--- config.mk ---
export PLATFORM = sky130hd
export DESIGN_NAME = fir_coef_loader
export DESIGN_NICKNAME = d
export VERILOG_FILES = /design/src/rtl/fir_pkg.sv /design/src/rtl/bit_divider.sv /design/src/rtl/fir_coef_loader.sv
export SDC_FILE = /design/constraint.sdc
export NUM_CORES = 1
export LEC_CHECK = 0
export ABC_AREA = 1
export CAP_MARGIN = 25
export CORE_MARGIN = 8
export CORE_UTILIZATION = 25
export CTS_CLUSTER_DIAMETER = 40
export DETAILED_ROUTE_END_ITERATION = 7
export GPL_TIMING_DRIVEN = 1
export PLACE_DENSITY = 0.42
export SYNTH_ARGS = -nofsm -noshare
export SYNTH_HDL_FRONTEND = slang
export SYNTH_HIERARCHICAL = 1
export SYNTH_SLANG_ARGS = --single-unit
--- constraint.sdc ---
create_clock -name clk -period 1.55 [get_ports clk]
set_clock_uncertainty 0.2 [all_clocks]
set_input_delay 0.2325 -clock clk [delete_from_list [all_inputs] [get_ports clk]]
set_output_delay 0.2325 -clock clk [all_outputs]
set_load 0.005 [all_outputs]
--- src/rtl/fir_pkg.sv ---
// fir_pkg: constants and loader state type shared by the FIR datapath
// wrapper and the coefficient loader.
//   FIR_TAPS       - number of coefficients in the datapath shift chain
//   FIR_WIDTH      - bits per coefficient
//   loader_state_t - coefficient loader FSM states
package fir_pkg;

    localparam int FIR_TAPS  = 4;
    localparam int FIR_WIDTH = 8;

    typedef enum logic [1:0] {
        IDLE  = 2'd0,
        SHIFT = 2'd1,
        DONE  = 2'd2
    } loader_state_t;

endpackage

--- src/rtl/bit_divider.sv ---
// bit_divider: free-running modulo-DIV counter that sets the serial bit period.
// Ports:
//   clk   - system clock, rising edge
//   reset - asynchronous active-low reset, clears the count
//   clear - synchronous clear, holds the count at 0 while high
//   tc    - terminal count, high while the count equals DIV-1
module bit_divider #(
    parameter int DIV = 2
) (
    input  logic clk,
    input  logic reset,
    input  logic clear,
    output logic tc
);

    localparam int              CW   = (DIV > 1) ? $clog2(DIV) : 1;
    localparam logic [CW-1:0]   LAST = CW'(DIV - 1);

    logic [CW-1:0] count;

    always_ff @(posedge clk or negedge reset) begin
        if (!reset) begin
            count <= '0;
        end else if (clear || (count == LAST)) begin
            count <= '0;
        end else begin
            count <= count + 1'b1;
        end
    end

    assign tc = (count == LAST);

endmodule

--- src/rtl/fir_coef_loader.sv ---
// fir_coef_loader: accepts a full coefficient set through a valid/ready
// handshake and serialises it, MSB first, onto the FIR datapath's
// coefficient shift chain.
// Ports:
//   clk        - system clock, rising edge
//   reset      - asynchronous active-low reset
//   coef_in    - packed coefficients, c0 in [WIDTH-1:0], c3 in the top WIDTH bits
//   load_valid - host offers coef_in
//   load_ready - loader can accept a set (IDLE only)
//   shift_data - serial bit to the datapath shift input
//   shift_en   - one-cycle strobe, datapath shifts shift_data in
//   busy       - shift in progress, datapath coefficients invalid
//   done       - one-cycle pulse after the last bit has been strobed
module fir_coef_loader
    import fir_pkg::*;
#(
    parameter int WIDTH = FIR_WIDTH,
    parameter int TAPS  = FIR_TAPS,
    parameter int DIV   = 2
) (
    input  logic                  clk,
    input  logic                  reset,
    input  logic [TAPS*WIDTH-1:0] coef_in,
    input  logic                  load_valid,
    output logic                  load_ready,
    output logic                  shift_data,
    output logic                  shift_en,
    output logic                  busy,
    output logic                  done
);

    localparam int             TOTAL    = TAPS * WIDTH;
    localparam int             BW       = $clog2(TOTAL + 1);
    localparam logic [BW-1:0]  LAST_BIT = BW'(TOTAL - 1);

    loader_state_t    state;
    logic [TOTAL-1:0] sreg;
    logic [BW-1:0]    bit_cnt;
    logic             tc;
    logic             handshake;
    logic             strobe;

    assign load_ready = (state == IDLE);
    assign busy       = (state == SHIFT);
    assign done       = (state == DONE);
    assign handshake  = load_valid && load_ready;
    assign strobe     = (state == SHIFT) && tc;
    assign shift_en   = strobe;

    // The register MSB is the line itself. Zeros fill from the bottom, so
    // after the last strobe the register is empty and the line idles at 0
    // in DONE and IDLE without extra gating.
    assign shift_data = sreg[TOTAL-1];

    // Held in clear outside SHIFT, so the first bit period starts at 0 on
    // the cycle after the handshake and the first strobe lands DIV cycles
    // after it.
    bit_divider #(
        .DIV (DIV)
    ) u_bit_divider (
        .clk   (clk),
        .reset (reset),
        .clear (state != SHIFT),
        .tc    (tc)
    );

    always_ff @(posedge clk or negedge reset) begin
        if (!reset) begin
            state   <= IDLE;
            sreg    <= '0;
            bit_cnt <= '0;
        end else begin
            case (state)
                IDLE: begin
                    if (handshake) begin
                        // Packed layout already has c3[WIDTH-1] at the top and
                        // c0[0] at the bottom, which is the transmit order.
                        sreg    <= coef_in;
                        bit_cnt <= '0;
                        state   <= SHIFT;
                    end
                end
                SHIFT: begin
                    if (strobe) begin
                        sreg    <= {sreg[TOTAL-2:0], 1'b0};
                        bit_cnt <= bit_cnt + 1'b1;
                        if (bit_cnt == LAST_BIT) begin
                            state <= DONE;
                        end
                    end
                end
                DONE: begin
                    state <= IDLE;
                end
                default: begin
                    state <= IDLE;
                end
            endcase
        end
    end

endmodule
==> out/qor.yml, run 1 <==
status:
  status: "finished clean"
cells_and_area:
  finalNetCount: 345
  multi_input_area_um2: 802.0
  syn2layout_area_growth_pct: 40.54
  drive_gt1_share_pct: 12.58
  fillers: 835
  ff_latch_area_um2: 1026
  antenna_cells: 0
clock_tree:
  clk_path_buf_depth: 2
  cts_buffers: 5
  clkTransAtPathRegs_ns: 0.08
  cts_sinks: 41
  insertion_delay_ns: 0.29
  cts_tree: "yes"
  htreeDepth: 2
  root_buffer: "clkbuf_8"
setup_path:
  crit_type: "flop to output pin"
  cp_max_fo: 3
  cp.required_ns: 1.12
  start_kind: "flop"
  arrival_ns: 1.11
  end_kind: "output pin"
logic_synthesis:
  synthArstFlopShare_pct: 100.0
  synth.avg_cell_area_um2: 7.691
  syn_area_um2: 1984
  synth_nets: 294
  ys_seq_area_share_pct: 51.70
  ys_ff_latch: 41
  yosys_warnings: 6
  synth_flop_cell: "dfrtp_1"
  syn_inst: 258
  synth_edf_count: 0
  synth.distinct_cells: 16
timing:
  setup_tns_ns: 0
  fin_crit_ns: 1.544
  rsz0062_at_grt: "true"
  max_slew.worst_pin.slew_ns: 0.2349
  hold_viol: 0
  finalMaxSlewViolations: 0
  setup_viol: 0
  finalCritPeriodShare_pct: 99.61
  max_slew_margin_pct: 84.34
  timing.fmax_ghz: 0.6477
pwr:
  power.density_nw_per_um2: 671.3
  leakagePower_nw: 1.224
  p_total_w: 0.001872
  ir_worst_vdd_uv: 363.7
detailed_routing:
  drc: 0
  ant_nets: 0
  via_per_inst: 4.160
  wl_per_cell_um: 11.56
  first_pass_iters: 4
  num_vias: 1714
  routed_wl_mm: 4.762
  drt-initial-drc-count: 65
floorplan:
  rows: 32
  num_io_pins: 40
  fp.dieW_um: 105.1
  core_um2: 7727
  dieHeight_um: 105.1
  dieArea_um2: 11050
  initial_utilization_pct: 25.68
grt:
  grt_max_degree: 42
  grt_pass1_vias: 1782
  grt_usage_pct: 8.545
  grt_pass1_wl_mm: 7.831
  antenna_found_initial: 0
  grt-ovfl-total: 0
place:
  dp_hpwl_mm: 3.084
  port_buffers: 39
  place_congestion: 0.7704
worst_hold_path:
  hold_class: "input port to asynchronous set/reset pin"
flow_run:
  maxCapViolations: 0
synth_stat cells, types with 2 or more instances:
cell type	count	area, um2
buf_4	2	15.01
inv_1	36	135.1
clkbuf_1	2	7.510
o21ai_1	33	165.2
nand2_1	80	300.3
nand3_1	6	30.03
buf_2	6	30.03
nor2_1	15	56.30
dfrtp_1	41	1026
buf_6	3	33.78
o21ai_0	29	145.1
metrics by stage:
step / instance area [um2] / std cells / hold slack [ns] / util, % / worst slack, ns
6_report: 2789 / 412 / 0.2404 / 36.09 / 0.006042
5_1_grt: 2789 / 412 / 0.2589 / 36.09 / -0.05788
4_1_cts: 2659 / 407 / 0.2372 / 34.41 / -0.07348
3_5_place_dp: 2529 / 396 / 0.02865 / 32.72 / -0.09653
3_3_place_gp: 2529 / 396 / 0.02809 / 32.72 / -0.09720
2_1_floorplan: 1984 / 258 / -0.2631 / - / 0.1215
registers in the layout, summed over array words and instances (netlist names):
register,cells
sreg,32
bit_cnt,6
state,2
u_bit_divider/tc,1
power by group:
group / total [W] / switching (W) / internal, W
registers: 0.00107 / 0 / 0.00107
logic: 0.000116 / 0.0000363 / 0.0000798
clock network: 0.000688 / 0.000375 / 0.000313
routing by layer:
metal,global-route usage [%],part of all wire (%),wire [um],vias to the layer above
met5,0,0,0,-
met4,3.262,0.63,30,0
met3,2.887,5.1,242,2
met2,13.71,47,2224,25
met1,10.34,48,2264,782
li1,-,-,-,905
path summary, 6_finish.rpt:
| path | slack (ns) | end | depth (start not counted) | startpoint |
|---|---|---|---|---|
| setup / recovery | 0.006 | load_ready | 3 | state[0] |
| min in group clk | 0.29 | sreg[31] | 2 | sreg[31] |
| hold reg to reg | 0.29 | sreg[31] | 2 | sreg[31] |
| hold / removal | 0.24 | bit_cnt[4] | 3 | reset |
| max in group asynchronous | 0.70 | sreg[17] | 3 | reset |
| setup reg to reg | 0.04 | bit_cnt[2] | 8 | state[0] |
worst max-delay path, stage by stage (launching register included):
cell and delay [ns]:
dfrtp_1 0.41, buf_4 0.15, nor2_4 0.12, buf_2 0.14
area by class of cell:
class                   instances  share of cell area (%)
flip-flops and latches         41                   36.79
multi-input cells             168                   28.76
repair buffers                 57                   21.98
inverters                      36                   4.935
well taps                     102                   4.576
clock buffers                   6                   2.602
clock inverters                 2                  0.3589
cells by family after synthesis:
logic type,Yosys count,share of synthesized area [%]
XOR/XNOR,1,0.4414
AND/OR/NAND/NOR,102,19.80
adder cells (fa/ha/maj),1,0.6304
AO/OA/AOI/OAI,64,16.27
flip-flops,41,51.70
buffers and inverters,49,11.16
repair_timing:
item                       4_1_cts  5_1_grt
hold buffers                     1        0
setup endpoints to repair       40       39
cloned                           0        1
resized for setup               20       28
buffers inserted                 3        4
hold endpoints to repair        41        0
pin swaps                        1        3
cells in the final DEF, fill, tap and decap left out:
cell type,instances
buf_4,5
clkbuf_16,1
buf_6,9
dlygate4sd3_1,1
ha_1,1
clkdlybuf4s50_1,33
clkbuf_1,1
buf_12,4
nor2_2,1
clkdlybuf4s15_1,1
nand2_4,1
o211ai_1,1
nand2_1,77
nand3_1,4
inv_4,1
a21oi_1,1
inv_2,3
dlygate4sd2_1,1
o21ai_1,37
nor2_1,14
nor2_4,1
nand3_2,1
buf_2,2
o21ai_0,25
dfrtp_1,41
nand2_8,2
clkinv_2,2
inv_1,32
nand3_4,1
xor2_1,1
clkbuf_8,5
Note: power is estimated with default switching activity, not from simulation.
==> inputs of run 2 (changes only) <==
Settings changed: SLEW_MARGIN set to 15.
==> results of run 2 <==
The final DEF is identical to that of run 1; final timing and power are the same.
